`config.mk`:
```
export PLATFORM = sky130hd
export DESIGN_NAME = pc_fetch_unit
export DESIGN_NICKNAME = d
export VERILOG_FILES = /design/src/rtl/pc_fetch_unit.sv
export SDC_FILE = /design/constraint.sdc
export NUM_CORES = 1
export LEC_CHECK = 0
export CORE_MARGIN = 2
export CORE_UTILIZATION = 40
export DETAILED_ROUTE_END_ITERATION = 16
export HOLD_SLACK_MARGIN = 0.12
export PLACE_DENSITY = 0.68
export SLEW_MARGIN = 30
export SYNTH_ARGS = -nofsm -noshare
export SYNTH_HDL_FRONTEND = slang
export SYNTH_SLANG_ARGS = --single-unit
```
`constraint.sdc`:
```
create_clock -name CLK -period 4.77 [get_ports CLK]
set_input_delay 1.431 -clock CLK [delete_from_list [all_inputs] [get_ports CLK]]
set_output_delay 1.431 -clock CLK [all_outputs]
set_load 0.05 [all_outputs]
```
`src/rtl/pc_fetch_unit.sv`:
```
// PC register and two-clock fetch sequencer feeding the instruction memory and the PC half of IF/ID.
// Latency: address-to-record 2 clocks; a redirect loads its target at the next fetch boundary.
// Backpressure: stall holds PC and the IF/ID record, but only at fetch boundaries; redirects beat stall.
module pc_fetch_unit #(
  parameter logic [15:0] RESET_PC = 16'h0000
) (
  input  logic        CLK,
  input  logic        RST,
  input  logic        stall,
  input  logic        ex_redirect,
  input  logic [15:0] ex_target,
  input  logic        id_redirect,
  input  logic [15:0] id_target,
  output logic [15:0] address,
  output logic        phase,
  output logic [15:0] if_pc,
  output logic [15:0] if_pc_plus1,
  output logic        if_valid
);

  // Source tag of the pending redirect; EX outranks ID.
  localparam logic SRC_ID = 1'b0;
  localparam logic SRC_EX = 1'b1;

  logic        phase_q;
  logic [15:0] pc_q;
  logic [15:0] pc_inc;

  logic        pend_v;
  logic        pend_src;
  logic [15:0] pend_tgt;

  // Pending entry merged with this clock's requests.
  logic        redir_v;
  logic        redir_src;
  logic [15:0] redir_tgt;

  logic        boundary;

  logic [15:0] if_pc_q;
  logic [15:0] if_pc_plus1_q;
  logic        if_valid_q;

  // The edge that ends the data phase is the only one allowed to move the PC.
  assign boundary = phase_q;
  assign pc_inc   = pc_q + 16'd1;

  // Merge new redirect requests into the pending entry: EX always overwrites,
  // ID only lands when no EX redirect is already waiting.
  always_comb begin
    redir_v   = pend_v;
    redir_src = pend_src;
    redir_tgt = pend_tgt;
    if (ex_redirect) begin
      redir_v   = 1'b1;
      redir_src = SRC_EX;
      redir_tgt = ex_target;
    end else if (id_redirect && !(pend_v && (pend_src == SRC_EX))) begin
      redir_v   = 1'b1;
      redir_src = SRC_ID;
      redir_tgt = id_target;
    end
  end

  // Phase toggles every clock, mirroring the memory's address/data phases.
  always_ff @(posedge CLK) begin
    if (!RST) begin
      phase_q <= 1'b0;
    end else begin
      phase_q <= ~phase_q;
    end
  end

  // Pending redirect accumulates within a fetch cycle and is consumed at the boundary.
  always_ff @(posedge CLK) begin
    if (!RST) begin
      pend_v   <= 1'b0;
      pend_src <= SRC_ID;
      pend_tgt <= 16'h0000;
    end else if (boundary) begin
      pend_v   <= 1'b0;
      pend_src <= SRC_ID;
      pend_tgt <= 16'h0000;
    end else begin
      pend_v   <= redir_v;
      pend_src <= redir_src;
      pend_tgt <= redir_tgt;
    end
  end

  // Boundary action: redirect squashes the in-flight fetch, else stall holds, else advance.
  always_ff @(posedge CLK) begin
    if (!RST) begin
      pc_q          <= RESET_PC;
      if_pc_q       <= 16'h0000;
      if_pc_plus1_q <= 16'h0000;
      if_valid_q    <= 1'b0;
    end else if (boundary) begin
      if (redir_v) begin
        // Even a redirect to the current PC squashes and refetches.
        pc_q       <= redir_tgt;
        if_valid_q <= 1'b0;
      end else if (!stall) begin
        if_pc_q       <= pc_q;
        if_pc_plus1_q <= pc_inc;
        if_valid_q    <= 1'b1;
        pc_q          <= pc_inc;
      end
    end
  end

  assign address     = pc_q;
  assign phase       = phase_q;
  assign if_pc       = if_pc_q;
  assign if_pc_plus1 = if_pc_plus1_q;
  assign if_valid    = if_valid_q;

endmodule

```
==> qor.yml <==
fin_setup_tns_ns: 0
wl_per_cell_um: 15.01
hold_path_class: "reg2reg"
critical-path-max-stage-delay_ns: 0.60
route.final.wire_length_um: 8556
synth-seq-cells: 68
type_of_element_launching_the_critical_path: "input pin"
worstPathArrival_ns: 3.61
worst-path-buf-inv: 2
cp_top_family: "simple AND/OR/NAND/NOR gates"
avgViaCountPerCell: 5.388
async_s_r_ff_share_synth: 0
dominant_register_cell_in_the_synthesized_netlist: "sky130_fd_sc_hd__dfxtp_1"
clk_root_buffer_cell: "sky130_fd_sc_hd__clkbuf_8"
final_period_minus_worst_setup_slack_ns: 3.340
crit_type: "in2reg"
placedInstanceArea_sq_mm: 0.004156
synth.yosys.warnings: 0
chain_of_cells_forming_the_critical_path: "clkdlybuf4s50_1, or3_1, nor3_4, buf_4, nand3b_1, a41oi_1"
combPwrFrac: 0.156
synth_area_sq_mm: 0.003227
drt-initial-drc-count: 232
reg2reg_setup_slack_ns: 2.51
setup-violations-final: 0
cts-resized-gates: 0
grt_pass1_vias: 2800
grt_antenna_before_repair: 0
seqPwrFrac: 0.436
fp.dieArea_sq_mm: 0.008801
p_sw_mw: 0.3946
grtUsageTotal: 0.1985
average_instance_area_after_synthesis_sq_um: 8.338
mostFrequentLayoutCell: "sky130_fd_sc_hd__clkdlybuf4s50_1"
power.leakage_nw: 1.574
remaining_drc_errors: 0
vias: 3071
cap_viol_max_count: 0
worst_ir_drop_vdd_mv: 0.1662
setup_slack_ns: 1.430
fillCellCount: 734
final.period_utilization: 0.7002
gpl.final_weighted_congestion: 0.8096
cp-endpoint: "address[14]$_SDFFE_PN0P_"
number_of_different_library_cells_in_the_post_synthesis_netlist: 52
critical_path.max_fanout: 39
cts_tree: "done"
slew_violations: 0
clk_path_buf_depth: 2
switching_share: 0.2757
worstReg2RegStart: "address[0]$_SDFFE_PN0P_"
instance_count_on_the_critical_path: 6
final_layout_size_suffix_gt1_frac: 0.09402
rsz0062_at_grt: "false"
place.port_buffers: 86
worst_r2r_endpoint: "address[14]$_SDFFE_PN0P_"
die_height_um: 93.82
power_per_cell_area_mw_per_mm2: 324.9
clock_latency_ns: 0.35
report.power.total_mw: 1.431
post_cts_setup_buffers: 0
clkSlewWorstSetupHoldPaths_ns: 0.08
std_cell_rows: 32
finClkSkew_ns: 0.006546
drt_first_pass_iters: 5
run_status: "finished clean"
ctsHoldBuffers: 0
placeableCoreArea_sq_mm: 0.007767
grt_first_pass_wirelength_um: 13800
share_clk_of_total_power: 0.408
cts.sinks: 68
dp_hpwl_um: 6118
startpoint: "id_redirect"
timing.fmax_ghz: 0.2994
cts_buffers: 9
most-common-layout-cells: "sky130_fd_sc_hd__clkdlybuf4s50_1, sky130_fd_sc_hd__dfxtp_1, sky130_fd_sc_hd__nand2_1"
area_growth_pct: 36.49
seq_area_frac_synth: 0.4219
grt.overflow.total: 0
timing.slew.headroom: 0.6069
timing.final.hold_violations: 0
drtAntennaViolNets: 0
place_worst_setup_slack_ns: 1.105
synthCells: 387
tightest_slew_ns: 0.5896
cp_data_required_time_ns: 5.04
initial_core_utilization: 0.4154
internal_mw: 1.037
slowest_stage: "sky130_fd_sc_hd__or3_1"
die_w_um: 93.82
cts.htree.levels: 3
final_net_count: 501
finalInstanceArea_sq_mm: 0.004404
design.portCount: 87
diodes: 0
worst_setup_path_end_kind: "register"
grt_start_max_net_pins: 41
synthesis.nets: 425
ff2ff_path_depth: 5
synth_enable_flop_cells: 0
==> cell families after synthesis <==
| group | count (synthesis) | share of synthesized area |
|---|---|---|
| multiplexers | 18 | 0.05933 |
| flip-flops | 68 | 0.4219 |
| AND/OR/NAND/NOR | 148 | 0.2315 |
| buffers and inverters | 40 | 0.05196 |
| AO/OA/AOI/OAI | 98 | 0.1935 |
| adder cells (fa/ha/maj) | 1 | 0.003877 |
| XOR/XNOR | 14 | 0.03800 |
==> metrics by stage <==
stage / util / hold slack [ns] / instances
detailed placement: 0.5351 / 0.4520 / 554
global route: 0.5670 / 0.4807 / 570
global placement: 0.5351 / 0.4484 / 554
CTS: 0.5670 / 0.4631 / 570
floorplan: - / 0.4552 / 387
finish: 0.5670 / 0.4607 / 570
==> final cells by class <==
type / instances / area, sq um / area share
Multi-Input combinational cell: 279 / 1702 / 0.3864
Sequential cell: 68 / 1361 / 0.3091
Timing Repair Buffer: 95 / 928.4 / 0.2108
Tap cell: 102 / 127.6 / 0.02898
Clock buffer: 9 / 123.9 / 0.02813
Clock inverter: 7 / 123.9 / 0.02813
Inverter: 10 / 37.54 / 0.008523
==> layer usage <==
layer	wire, um	vias to the layer above	track usage
li1	-	1522	-
met4	155	0	0.07971
met2	3783	132	0.3018
met3	588	18	0.04494
met5	0	-	0
met1	4028	1399	0.2718
==> how the worst min path moves through the flow <==
stage	from	end	slack, ns	cells past startpoint
4_1_cts	if_pc[10]$_SDFFE_PN0P_	if_pc[10]$_SDFFE_PN0P_	0.46	2
2_1_floorplan	pend_src$_SDFFE_PP0P_	pend_src$_SDFFE_PP0P_	0.46	2
6_report	if_pc[10]$_SDFFE_PN0P_	if_pc[10]$_SDFFE_PN0P_	0.46	2
3_3_place_gp	if_pc[13]$_SDFFE_PN0P_	if_pc[13]$_SDFFE_PN0P_	0.45	2
3_5_place_dp	if_pc[7]$_SDFFE_PN0P_	if_pc[7]$_SDFFE_PN0P_	0.45	2
5_1_grt	if_pc[13]$_SDFFE_PN0P_	if_pc[13]$_SDFFE_PN0P_	0.48	2
==> tightest hold or removal path, cell delays in order, from the launching register on <==
cell and delay (ns):
sky130_fd_sc_hd__dfxtp_1 0.32, sky130_fd_sc_hd__nand2_1 0.05, sky130_fd_sc_hd__a21oi_1 0.05
==> sequential cells by signal (all words and copies together), names as in the netlist <==
| register | count |
|---|---|
| pend_src | 1 |
| pend_v | 1 |
| pend_tgt | 16 |
| phase | 1 |
| address | 16 |
| if_pc | 16 |
| if_pc_plus1 | 16 |
| if_valid | 1 |
==> power by group through the flow <==
stage               Clock, mW  Combinational [mW]  Sequential [mW]
finish                  0.584               0.223            0.624
global route            0.622               0.238            0.628
CTS                     0.597               0.223            0.623
detailed placement          0               0.222            0.636
global placement            0               0.220            0.636
floorplan                   0               0.101            0.667
==> cell usage after synthesis (2+ instances only) <==
master,number,area (sq um)
sky130_fd_sc_hd__nand3b_1,2,15.01
sky130_fd_sc_hd__a21oi_1,32,160.2
sky130_fd_sc_hd__inv_1,7,26.28
sky130_fd_sc_hd__a211oi_1,8,60.06
sky130_fd_sc_hd__xnor2_1,7,61.31
sky130_fd_sc_hd__o21ba_2,5,50.05
sky130_fd_sc_hd__nor4_1,3,18.77
sky130_fd_sc_hd__clkinv_1,3,11.26
sky130_fd_sc_hd__a221o_1,6,60.06
sky130_fd_sc_hd__buf_2,12,60.06
sky130_fd_sc_hd__nor3_1,10,50.05
sky130_fd_sc_hd__nand2b_1,6,37.54
sky130_fd_sc_hd__o211ai_1,5,37.54
sky130_fd_sc_hd__nand4b_1,3,26.28
sky130_fd_sc_hd__clkbuf_2,2,10.01
sky130_fd_sc_hd__nor2b_1,3,18.77
sky130_fd_sc_hd__a31oi_1,5,31.28
sky130_fd_sc_hd__nand4_1,6,37.54
sky130_fd_sc_hd__or3_1,2,12.51
sky130_fd_sc_hd__o21a_1,2,15.01
sky130_fd_sc_hd__and3_1,7,43.79
sky130_fd_sc_hd__mux2i_1,9,90.09
sky130_fd_sc_hd__nor2_1,29,108.9
sky130_fd_sc_hd__dfxtp_1,68,1361
sky130_fd_sc_hd__and2_1,5,31.28
sky130_fd_sc_hd__mux2_2,9,101.4
sky130_fd_sc_hd__nand2_1,54,202.7
sky130_fd_sc_hd__clkbuf_1,15,56.30
sky130_fd_sc_hd__nand3_1,10,50.05
sky130_fd_sc_hd__xor2_1,7,61.31
sky130_fd_sc_hd__o21ai_0,24,120.1
No activity file was read; power rests on OpenSTA's default activity.
